[src/rtl/instr_word_encoder.sv]
// Instruction word encoder: validates and packs immediate or register-register
// field sets into 16-bit words, buffered in a small in-order output queue.
module instr_word_encoder #(
    parameter int WORD_SIZE = 16,
    parameter int DEPTH     = 4
) (
    input  logic                 clock,
    input  logic                 reset_n,
    input  logic                 in_valid,
    output logic                 in_ready,
    input  logic                 in_imm_mode,
    input  logic [7:0]           in_opcode,
    input  logic [2:0]           in_dest,
    input  logic [2:0]           in_src,
    input  logic [7:0]           in_imm8,
    output logic                 out_valid,
    input  logic                 out_ready,
    output logic [WORD_SIZE-1:0] out_word,
    output logic                 err_illegal,
    output logic [2:0]           count
);

    localparam int         PW   = (DEPTH > 1) ? $clog2(DEPTH) : 1;
    localparam logic [2:0] FULL = 3'(DEPTH);

    logic [WORD_SIZE-1:0] mem [DEPTH];
    logic [PW-1:0]        wr_ptr_reg;
    logic [PW-1:0]        rd_ptr_reg;
    logic [2:0]           count_reg;
    logic                 err_reg;

    logic [4:0]           prefix;
    logic                 legal;
    logic [WORD_SIZE-1:0] enc_word;
    logic                 push;
    logic                 pop;
    logic                 transfer;

    assign prefix = in_opcode[4:0];

    always_comb begin
        legal    = 1'b0;
        enc_word = '0;
        if (in_imm_mode) begin
            legal    = (prefix >= 5'd5) && (prefix <= 5'd17);
            enc_word = {prefix, in_dest, in_imm8};
        end else begin
            legal    = (in_opcode >= 8'h06) && (in_opcode <= 8'h13);
            enc_word = {in_opcode, 1'b0, in_dest, 1'b0, in_src};
        end
    end

    // Occupancy alone decides readiness, so a pop never frees a slot in the same cycle.
    assign in_ready  = (count_reg != FULL);
    assign out_valid = (count_reg != 3'd0);
    assign transfer  = in_valid && in_ready;
    assign push      = transfer && legal;
    assign pop       = out_valid && out_ready;

    assign out_word    = out_valid ? mem[rd_ptr_reg] : '0;
    assign err_illegal = err_reg;
    assign count       = count_reg;

    // Storage is left uncleared by reset; occupancy alone qualifies it.
    always_ff @(posedge clock) begin
        if (push) begin
            mem[wr_ptr_reg] <= enc_word;
        end
    end

    always_ff @(posedge clock or negedge reset_n) begin
        if (!reset_n) begin
            wr_ptr_reg <= '0;
            rd_ptr_reg <= '0;
            count_reg  <= 3'd0;
            err_reg    <= 1'b0;
        end else begin
            err_reg <= transfer && !legal;
            if (push) begin
                wr_ptr_reg <= wr_ptr_reg + PW'(1);
            end
            if (pop) begin
                rd_ptr_reg <= rd_ptr_reg + PW'(1);
            end
            case ({push, pop})
                2'b10:   count_reg <= count_reg + 3'd1;
                2'b01:   count_reg <= count_reg - 3'd1;
                default: count_reg <= count_reg;
            endcase
        end
    end

endmodule

[config.mk]
export PLATFORM = sky130hd
export DESIGN_NAME = instr_word_encoder
export DESIGN_NICKNAME = d
export VERILOG_FILES = /design/src/rtl/instr_word_encoder.sv
export SDC_FILE = /design/constraint.sdc
export NUM_CORES = 1
export LEC_CHECK = 0
export BUFFER_PORTS_ARGS = -buffer_cell sky130_fd_sc_hd__buf_2
export CAP_MARGIN = 20
export CORE_MARGIN = 5
export CORE_UTILIZATION = 60
export DETAILED_ROUTE_END_ITERATION = 8
export PLACE_DENSITY = 0.8
export SYNTH_ARGS = -nofsm -noshare
export SYNTH_HDL_FRONTEND = slang
export SYNTH_SLANG_ARGS = --single-unit
[constraint.sdc]
create_clock -name clock -period 3.45 [get_ports clock]
set_clock_uncertainty 0.2 [all_clocks]
set_input_delay 1.035 -clock clock [delete_from_list [all_inputs] [get_ports clock]]
set_output_delay 1.035 -clock clock [all_outputs]
set_load 0.02 [all_outputs]
## Word-level counts from Yosys, hierarchy flattened

Memories as Yosys holds them, arrays and structs flattened.
Cells that the tools add are included.

- Memory bits (writable): 64
- Register bits after elaboration: 8
- Output and inout bits: 22
- Memories kept: 1
- Word-level logic and storage cells: 31

Memories:

| memory | depth | bits a word | read ports | clocked after memory_dff | write ports | RTL line | text |
|---|---|---|---|---|---|---|---|
| mem | 4 | 16 | 1 | 0 | 1 | 26 | `logic [WORD_SIZE-1:0] mem [DEPTH];` |

- Multiplexer cells: 6
- Add/subtract/negate cells: 4
- Reduce and logical (&&, ||, !) cells: 9
- Equality and inequality tests: 3
- Magnitude comparators: 4

Operators by type and width:

| kind | count |
|---|---|
| $mux W16 | 2 |
| $ge A8 B3 Y1 const B | 1 |
| $le A8 B5 Y1 const B | 1 |
| $logic_and A1 B1 Y1 | 6 |
| $pmux W3 S2 | 1 |
| $ge A5 B3 Y1 const B | 1 |
| $le A5 B5 Y1 const B | 1 |
| $add A2 B1 Y2 const B | 2 |
| $add A3 B1 Y3 const B | 1 |
| $mux W1 | 3 |
| $ne A3 B3 Y1 const B | 1 |
| $reduce_bool A3 Y1 | 1 |
| $sub A3 B1 Y3 const B | 1 |
| $eq A2 B1 Y1 const B | 1 |
| $eq A2 B2 Y1 const B | 1 |
| $reduce_bool A2 Y1 | 1 |
| $logic_not A1 Y1 | 1 |

## Logic depth before layout (Yosys ltp)

Gate-level depths: netlist (run 1).

- Word-level depth: 6
- Depth in mapped cells: 11
- Mapped depth without buffers: 10

## Worst setup path after synthesis (run 1)

OpenSTA, ideal clock, no wires.

- Path type: input port to flip-flop
- From: input port in_imm_mode
- To: register count_reg[2], in the netlist count[2]
- Data required time: 3.118 ns
- Buffers on the path: 1
- Path slack: 0.381 ns
- Arrival time: 2.737 ns
- Cell stages on the path: 11
- Library setup time: 0.132 ns
- Path through: buf_6 -> a211oi_2 -> o22ai_1 -> nor4b_4 -> inv_1 -> ha_1 -> inv_1 -> fa_1 -> xor2_1 -> nor2_1 -> xor2_1

- Longest elaborated chain between the ends: 4

Ends and longest elaborated chain:

| item | RTL line | text |
|---|---|---|
| start, declared | 11 | `input logic in_imm_mode,` |
| $mux W1 (*) | 44 | `if (in_imm_mode) begin` |
| $logic_and A1 B1 Y1 (*) | 57 | `assign push = transfer && legal;` |
| $eq A2 B1 Y1 or $eq A2 B2 Y1 (tied branches) | 85 | `case ({push, pop})` |
| $pmux W3 S2 or $reduce_bool A2 Y1 (tied branches) | - |  |
| end signal, assigned | 86 | `2'b10: count_reg <= count_reg + 3'd1;` |
| end signal, assigned | 87 | `2'b01: count_reg <= count_reg - 3'd1;` |
| end signal, assigned | 88 | `default: count_reg <= count_reg;` |
| end, declared | 29 | `logic [2:0] count_reg;` |

Mark *: on every way between the ends. The rest lies on a longest branch, timed or not.
A chain may end at the register's enable or synchronous reset.

## Worst setup path after layout (run 1)

- From: register rd_ptr_reg[1]
- To: output port out_word[10]

- Longest elaborated chain between the ends: 2

Ends and longest elaborated chain:

| item | RTL line | text |
|---|---|---|
| start, declared | 28 | `logic [PW-1:0] rd_ptr_reg;` |
| start signal, assigned | 83 | `rd_ptr_reg <= rd_ptr_reg + PW'(1);` |
| $mem_v2 Z4 W16 | - |  |
| $mux W16 | 60 | `assign out_word = out_valid ? mem[rd_ptr_reg] : '0;` |
| end, declared | 18 | `output logic [WORD_SIZE-1:0] out_word,` |

No other way between the ends.

==> results of run 1 <==
==> metrics by stage <==
step | utilization (%) | hold WS, ps | instance area [µm²]
6_report | 71.84 | 318.3 | 3646
4_1_cts | 71.84 | 313.0 | 3646
2_1_floorplan | - | 334.8 | 3108
3_5_place_dp | 68.29 | 303.1 | 3466
5_1_grt | 71.84 | 320.2 | 3646
3_3_place_gp | 68.29 | 300.0 | 3466
==> cell usage after synthesis (all sizes together) <==
library cell	n	area share, %
nor4b	1	0.76
o21ai	1	0.16
dfrtp	8	6.4
fa	1	0.64
o211a	1	0.32
xnor2	3	0.85
a21o	1	0.24
mux4	16	12
o22ai	1	0.20
nand3	1	0.16
xor2	3	0.85
mux2i	1	0.32
nor2	1	0.12
nand2	2	0.24
or3	1	0.20
buf	5	1.1
ha	5	2.0
and2	23	4.6
inv	8	0.97
mux2	14	5.2
edfxtp	64	62
a211oi	2	0.64
nor3	1	0.16
clkbuf	3	0.36
==> layer usage <==
layer  share of wire (%)  wire [µm]
met5                   0          0
met4                 1.6         99
met3                 5.3        324
met2                  54       3310
met1                  39       2367
==> power by group through the flow <==
stage          sequential (mW)  clock, mW  combinational, mW
2_1_floorplan             1.13          0              0.742
3_3_place_gp              1.13          0               1.02
3_5_place_dp              1.14          0               1.04
4_1_cts                   1.12      0.630               1.05
5_1_grt                   1.13      0.680               1.12
6_report                  1.12      0.622               1.03
==> worst max path at each step <==
stage                  startpoint            to  slack, ps
global route        rd_ptr_reg[1]  out_word[10]        280
finish              rd_ptr_reg[1]  out_word[10]        350
CTS                 rd_ptr_reg[1]  out_word[10]        350
detailed placement    in_imm_mode      count[2]        140
floorplan             in_imm_mode      count[2]        380
global placement      in_imm_mode      count[2]        290
==> final cells by class <==
| type | instances | share of cell area, % |
|---|---|---|
| Clock buffer | 12 | 3.706 |
| Clock inverter | 4 | 1.235 |
| Inverter | 8 | 0.8236 |
| Multi-Input combinational cell | 79 | 24.98 |
| Sequential cell | 72 | 58.20 |
| Tap cell | 70 | 2.402 |
| Timing Repair Buffer | 58 | 8.648 |
==> cells by family (layout without fill, tap and decap cells) <==
family                     after synthesis  after routing  share of synthesized area, %
and+or+nand+nor                         30             30                         6.280
buffers and inverters                   16             82                         2.415
DFF                                     72             72                         68.28
adders and majority gates                6              6                         2.657
xor gates and xnor gates                 6              6                         1.691
AOI/OAI and AO/OA                        6              6                         1.570
muxes                                   31             31                         17.11
==> critical path, stage by stage, from the launching register on <==
cell and delay [ps]:
dfrtp_1 580, buf_4 290, mux4_2 330, and2_1 170, buf_2 150
==> impl_metrics.yaml, run 1 <==
status:
  result_of_the_run: "finished, final reports clean"
power_and_ir_drop:
  cellInternalPower_mw: 1.853
  power_leakage_nw: 1.376
  share_comb_of_total_power_pct: 37.2
  p_per_area_nw_per_um2: 760.8
  power.sequential.fraction_pct: 40.4
  total_design_power_mw: 2.774
  power.switching_mw: 0.9206
  ir_drop_mv: 0.5176
  switching_share_pct: 33.19
  clock_power_share_pct: 22.4
critical_path:
  cp-end-kind: "primary output"
  worst_setup_path_start_kind: "flip-flop"
  crit_type: "reg2out"
  crit_fanout: 10
  required_ps: 2210
  crit_reg_reg_endpoint: "count[2]"
  worst_r2r_startpoint: "count[2]"
  cp_data_arrival_time_ps: 1870
  r2r.worst_path.cells: 8
  r2r_slack_ps: 890
final_layout:
  final_cell_count_no_fill: 303
  antenna_cells_inserted: 0
  final_nets: 261
  syn_to_final_growth_pct: 17.31
  layout.cells.most_common_list: "edfxtp_1 (64), buf_2 (48), and2_1 (23), mux4_2 (16), mux2_2 (13)"
  final_layout_size_suffix_gt1_share_pct: 44.21
  layout_filler_cell_count: 345
  largest_register_ff_count: 64
  area.sequential_um2: 2122
  layout_commonest_cell: "edfxtp_1"
  multi_input_comb_area_um2: 910.9
placed_design:
  post-place-cells: 287
  number_of_port_buffers: 48
  post-place-ws_ps: 137.4
  post-dp-hpwl_um: 4131
  gp_routability_congestion: 0.7826
sta:
  achievable-frequency_mhz: 322.2
  report.final.slew_viol_count: 0
  finalCritPeriodShare_pct: 89.95
  final_critical_path_setup_slack_ps: 346.6
  finalSetupViolations: 0
  hold_viol_final: 0
  relSlewSlack_pct: 60.85
  timing_worst_slew_pin_value_ps: 587.2
  grt_setup_unrepaired: "false"
  setup_total_negative_slack_ps: 0
  layout_min_cycle_time_ps: 3103
global_route:
  gr-usage-met2_pct: 36.27
  grt_pass1_wl_um: 9639
  grt_max_degree: 19
  top_usage_layer: "met2"
  initial_antenna_violation_count: 0
  grtUsageMet3_pct: 6.250
  grt_pass1_vias: 1827
  grt.met1_usage_pct: 24.53
  gr-total-overflow: 0
  global_route.usage.total_pct: 20.77
floorplanning:
  initial_core_util_pct: 61.24
  die_w_um: 81.97
  die_height_um: 81.97
  core_area_um2: 5075
  dieArea_um2: 6719
  top_level_ports: 49
  num_rows: 26
clock_tree:
  htree_levels: 3
  root_buffer_cell: "clkbuf_8"
  cts_setup_buffers: 0
  post_cts_hold_buffer_count: 0
  clock_pin_transition_on_the_worst_setup_and_hold_timing_paths_ps: 70
  cts.sinks: 72
  cts.repair.resized: 0
  worst_skew_pair.late_latency_ps: 340
  cts_tree: "yes"
  tritoncts.num_buffers: 9
  cts_max_path_buffers: 2
yosys:
  yosys_register_bits: 72
  postSynthNetCount: 200
  synthCells: 167
  netlist_area_um2: 3108
  ys_seq_area_share_pct: 68.28
  synth_cell_type_count: 28
  syn_avg_cell_area_um2: 18.61
  synthesis.yosys.warnings: 0
job:
  maxCapViolCount: 0
detailed_routing:
  drcViolationCount: 0
  vias_per_cell: 5.594
  num_vias: 1695
  drt_first_pass_iters: 4
  totalWireLength_um: 6102
  dr.first_iter.drc_count: 146
  route.detailed.wl_per_inst_um: 20.14
  antenna_left: 0
hold_path:
  hp-class: "in2async"
Note: power is estimated with default switching activity, not from simulation.
==> run 2: changes to the inputs <==
--- a/config.mk
+++ b/config.mk
@@ -11,6 +11,7 @@
 export CORE_UTILIZATION = 60
 export DETAILED_ROUTE_END_ITERATION = 8
 export PLACE_DENSITY = 0.8
+export RECOVER_POWER = 100
 export SYNTH_ARGS = -nofsm -noshare
 export SYNTH_HDL_FRONTEND = slang
 export SYNTH_SLANG_ARGS = --single-unit
==> run 2 against run 1 <==
Against the previous run:
- critical path depth is the same
- flip-flop and latch count is the same
- via count shrank 1.6%
- final cell count is the same
- clock power shrank 0.8%
- setup slack lost 99 ps
- design area shrank 1.4%
- sequential power is essentially flat
- die area is the same
==> impl_metrics.yaml, run 2 (synthesized netlist as in run 1, its figures left out) <==
clock_tree:
  root_buffer_cell: "clkbuf_8"
  cts.repair.resized: 0
  tritoncts.num_buffers: 9
  cts_setup_buffers: 0
  post_cts_hold_buffer_count: 0
  cts_tree: "yes"
  clock_pin_transition_on_the_worst_setup_and_hold_timing_paths_ps: 70
  cts_max_path_buffers: 2
  cts.sinks: 72
  htree_levels: 3
  worst_skew_pair.late_latency_ps: 330
floorplanning:
  dieArea_um2: 6719
  core_area_um2: 5075
  num_rows: 26
  top_level_ports: 49
  initial_core_util_pct: 61.24
  die_height_um: 81.97
  die_w_um: 81.97
final_layout:
  final_layout_size_suffix_gt1_share_pct: 28.76
  antenna_cells_inserted: 0
  layout_commonest_cell: "edfxtp_1"
  syn_to_final_growth_pct: 15.62
  layout.cells.most_common_list: "edfxtp_1 (64), buf_2 (29), clkbuf_1 (25), mux4_2 (16)"
  final_nets: 261
  largest_register_ff_count: 64
global_route:
  gr-total-overflow: 0
  grt_pass1_vias: 1827
  grt_pass1_wl_um: 9639
  grt_max_degree: 19
  global_route.usage.total_pct: 20.77
  initial_antenna_violation_count: 0
status:
  result_of_the_run: "finished, final reports clean"
sta:
  hold_viol_final: 0
  finalCritPeriodShare_pct: 92.83
  layout_min_cycle_time_ps: 3203
  final_critical_path_setup_slack_ps: 247.3
  achievable-frequency_mhz: 312.2
  finalSetupViolations: 0
  timing_worst_slew_pin_value_ps: 681.9
  setup_total_negative_slack_ps: 0
  grt_setup_unrepaired: "false"
  report.final.slew_viol_count: 0
  relSlewSlack_pct: 54.54
detailed_routing:
  drcViolationCount: 0
  num_vias: 1668
  antenna_left: 0
  totalWireLength_um: 6116
  vias_per_cell: 5.505
  drt_first_pass_iters: 4
  dr.first_iter.drc_count: 142
  route.detailed.wl_per_inst_um: 20.18
power_and_ir_drop:
  p_per_area_nw_per_um2: 758.2
  power.switching_mw: 0.9186
  share_comb_of_total_power_pct: 36.2
  switching_share_pct: 33.72
  ir_drop_mv: 0.5001
  cellInternalPower_mw: 1.806
  power.sequential.fraction_pct: 41.1
  power_leakage_nw: 1.296
  clock_power_share_pct: 22.7
placed_design:
  gp_routability_congestion: 0.7826
  number_of_port_buffers: 48
  post-dp-hpwl_um: 4131
  post-place-ws_ps: 137.4
critical_path:
  cp_slowest_stage_delay_ps: 570
  cp-end-kind: "primary output"
  crit_fanout: 10
  crit_path_start: "rd_ptr_reg[1]"
  crit_path_top_delay_cell: "dfrtp_1"
  cp_data_arrival_time_ps: 1970
  worst_r2r_startpoint: "count[2]"
  timing.critical_path.max_delay_family: "flip-flops"
  cp.buffers_inverters: 2
  worst_setup_path_start_kind: "flip-flop"
  crit_type: "reg2out"
  cells_traversed_along_the_worst_timing_path: "clkbuf_2 -> mux4_2 -> and2_1 -> buf_2"
  required_ps: 2210
hold_path:
  hp-class: "reg2reg"
  min_from: "count[0]"
job:
  maxCapViolCount: 0
run 2: cell types whose count changed in the layout (fill, tap and decap cells not counted):
cell / change
clkbuf_1: +22
buf_2: -19
mux2_1: +13
mux2_2: -13
and2_0: +10
and2_1: -10
buf_4: -4
clkbuf_2: +1
nor4b_1: +1
nor4b_4: -1
run 2: routing by layer:
metal	up-vias	track usage [%]	share of wire, %
met5	-	0	0
met4	0	6.811	1.1
met3	8	6.250	6.3
met2	66	36.27	54
met1	833	24.53	38
li1	761	-	-
run 2: power by group through the flow:
stage | Combinational (mW) | Sequential [mW] | Clock [mW]
3_3_place_gp | 1.02 | 1.13 | 0
3_5_place_dp | 1.04 | 1.14 | 0
2_1_floorplan | 0.742 | 1.13 | 0
4_1_cts | 1.05 | 1.12 | 0.630
6_report | 0.986 | 1.12 | 0.617
5_1_grt | 1.07 | 1.13 | 0.680
run 2: final timing paths:
kind | slack, ps | cells after the start | to
worst min-delay path | 320 | 1 | count[0]
max in group asynchronous | 2330 | 1 | rd_ptr_reg[1]
worst min register to register | 320 | 1 | count[0]
min in group asynchronous | 410 | 1 | err_illegal
worst max-delay path | 250 | 4 | out_word[10]
worst max register to register | 850 | 8 | count[2]
run 2: stage by stage:
stage | hold slack (ps) | utilization [%] | std cells | area (µm²) | total power [mW]
after floorplan | 334.8 | - | 167 | 3108 | 1.872
after global placement | 300.0 | 68.29 | 287 | 3466 | 2.148
after CTS | 313.0 | 71.84 | 303 | 3646 | 2.800
final | 318.4 | 70.81 | 303 | 3593 | 2.724
after detailed placement | 303.1 | 68.29 | 287 | 3466 | 2.181
after global routing | 348.8 | 70.81 | 303 | 3593 | 2.880
run 2: area by class of cell:
class / instances / area [µm²]
Fill cell: 356 / 1481
Tap cell: 70 / 87.58
Timing Repair Buffer: 58 / 277.8
Clock buffer: 12 / 135.1
Multi-Input combinational cell: 79 / 895.9
Inverter: 8 / 30.03
Sequential cell: 72 / 2122
Clock inverter: 4 / 45.04
run 2: worst reg2reg max path: cells and delay by family (launching register included):
| family | cells | cell delay, ps |
|---|---|---|
| buffers and inverters | 1 | 70 |
| XOR/XNOR | 2 | 310 |
| adder cells (fa/ha/maj) | 2 | 610 |
| flip-flops | 1 | 410 |
| AND/OR/NAND/NOR | 3 | 950 |
==> run 3: changes to the inputs <==
--- a/config.mk
+++ b/config.mk
@@ -7,6 +7,7 @@
 export LEC_CHECK = 0
 export BUFFER_PORTS_ARGS = -buffer_cell sky130_fd_sc_hd__buf_2
 export CAP_MARGIN = 20
+export CORE_ASPECT_RATIO = 0.75
 export CORE_MARGIN = 5
 export CORE_UTILIZATION = 60
 export DETAILED_ROUTE_END_ITERATION = 8
==> run 3 against run 2 <==
Against the previous run:
- sequential share of layout area is 1.1 points lower
- via count unchanged
- critical path type is now in2reg
- die area grew 0.23%
- fmax is 1.2% higher
- clock power increased by 24%
- global-route usage shrank 1.4 points
- flip-flop and latch count unchanged
- non-clock buffer count grew 4
- register-to-register slack lost 30 ps
==> impl_metrics.yaml, run 3 (synthesized netlist as in run 1, its figures left out) <==
status:
  result_of_the_run: "finished, final reports clean"
floorplanning:
  dieArea_um2: 6734
  num_rows: 22
  die_height_um: 72.33
  core_area_um2: 4955
  die_w_um: 93.11
  initial_core_util_pct: 62.73
  top_level_ports: 49
critical_path:
  r2r.worst_path.cells: 8
  required_ps: 3260
  crit_type: "in2reg"
  cp-end-kind: "flip-flop"
  worst_setup_path_start_kind: "input port"
  cp_data_arrival_time_ps: 2980
  crit_fanout: 9
  r2r_slack_ps: 820
  worst_r2r_startpoint: "count[2]"
  crit_reg_reg_endpoint: "count[2]"
sta:
  finalCritPeriodShare_pct: 91.71
  grt_setup_unrepaired: "false"
  achievable-frequency_mhz: 316.1
  relSlewSlack_pct: 54.33
  hold_viol_final: 0
  report.final.slew_viol_count: 0
  timing_worst_slew_pin_value_ps: 685.0
  setup_total_negative_slack_ps: 0
  finalSetupViolations: 0
  layout_min_cycle_time_ps: 3164
clock_tree:
  worst_skew_pair.late_latency_ps: 340
  cts.repair.resized: 0
  clock_pin_transition_on_the_worst_setup_and_hold_timing_paths_ps: 70
  cts_max_path_buffers: 2
  cts_setup_buffers: 0
  post_cts_hold_buffer_count: 0
  htree_levels: 3
  cts.sinks: 72
  tritoncts.num_buffers: 9
  cts_tree: "yes"
  root_buffer_cell: "clkbuf_8"
global_route:
  global_route.usage.total_pct: 19.36
  grt_pass1_vias: 1848
  grt_pass1_wl_um: 9597
  initial_antenna_violation_count: 0
  gr-total-overflow: 0
  grt_max_degree: 19
detailed_routing:
  length_of_routed_wiring_on_met1_um: 2517
  vias_per_cell: 5.616
  antenna_left: 0
  dr_wl_met3_um: 295
  num_vias: 1668
  totalWireLength_um: 5847
  dr.first_iter.drc_count: 111
  drt_first_pass_iters: 4
  drcViolationCount: 0
  top_layer_in_use: "met4"
  detail_route_met2_wl_um: 2989
  route.detailed.wl_per_inst_um: 19.69
final_layout:
  multi_input_comb_area_um2: 890.9
  antenna_cells_inserted: 0
  area.sequential_um2: 2122
  layout_commonest_cell: "edfxtp_1"
  largest_register_ff_count: 64
  final_layout_size_suffix_gt1_share_pct: 29.11
  final_cell_count_no_fill: 297
  syn_to_final_growth_pct: 17.71
  layout_filler_cell_count: 319
  final_nets: 265
  layout.cells.most_common_list: "edfxtp_1 (64), buf_2 (28), clkbuf_1 (25), mux4_2 (16)"
hold_path:
  hp-class: "reg2reg"
  min_to: "count[0]"
  min_from: "count[0]"
  whs_path_depth: 1
placed_design:
  post-place-cells: 281
  number_of_port_buffers: 48
  post-dp-hpwl_um: 4224
  gp_routability_congestion: 0.8517
power_and_ir_drop:
  total_design_power_mw: 2.888
  ir_drop_mv: 0.5208
  p_per_area_nw_per_um2: 789.5
  power_leakage_nw: 1.333
job:
  maxCapViolCount: 0
[run 3: through the flow]
stage	instance area (µm²)	hold slack [ps]	worst slack, ps	utilization [%]
3_3_place_gp	3483	302.0	286.9	70.30
6_report	3659	316.6	286.1	73.84
3_5_place_dp	3483	303.0	202.0	70.30
5_1_grt	3659	347.2	156.5	73.84
2_1_floorplan	3108	334.8	381.2	-
4_1_cts	3719	315.8	377.4	75.05
[run 3: routing by layer]
metal,vias up,GRT usage (%)
met5,-,0
met4,0,5.366
met3,5,6.114
met2,40,33.04
met1,857,24.23
li1,766,-
[run 3: area by class of cell]
| cell class | instances | area share [%] |
|---|---|---|
| clock buffers | 10 | 3.488 |
| clock inverters | 6 | 2.941 |
| inverters | 8 | 0.8208 |
| multi-input cells | 79 | 24.35 |
| flip-flops and latches | 72 | 58.00 |
| well taps | 60 | 2.052 |
| repair buffers | 62 | 8.345 |
[run 3: power breakdown]
part	total, mW	internal [mW]	leakage (nW)	switching, mW
Combinational	1.01	0.435	0.541	0.574
Sequential	1.11	1.05	0.674	0.0592
Clock	0.767	0.478	0.118	0.289
[run 3: critical path, cell delays in order]
cell	delay (ps)
clkbuf_1	210
a211oi_1	350
o22ai_1	170
nor4b_1	410
clkbuf_1	300
and2_0	220
clkbuf_1	280
[run 3: how the worst max path moves through the flow]
stage                  start  slack (ps)            to  cells past startpoint
3_5_place_dp     in_imm_mode         200      count[2]                     12
5_1_grt          in_imm_mode         160    mem[3][11]                      7
3_3_place_gp     in_imm_mode         290      count[2]                     12
6_report         in_imm_mode         290    mem[1][11]                      7
2_1_floorplan    in_imm_mode         380      count[2]                     11
4_1_cts        rd_ptr_reg[0]         380  out_word[12]                      4
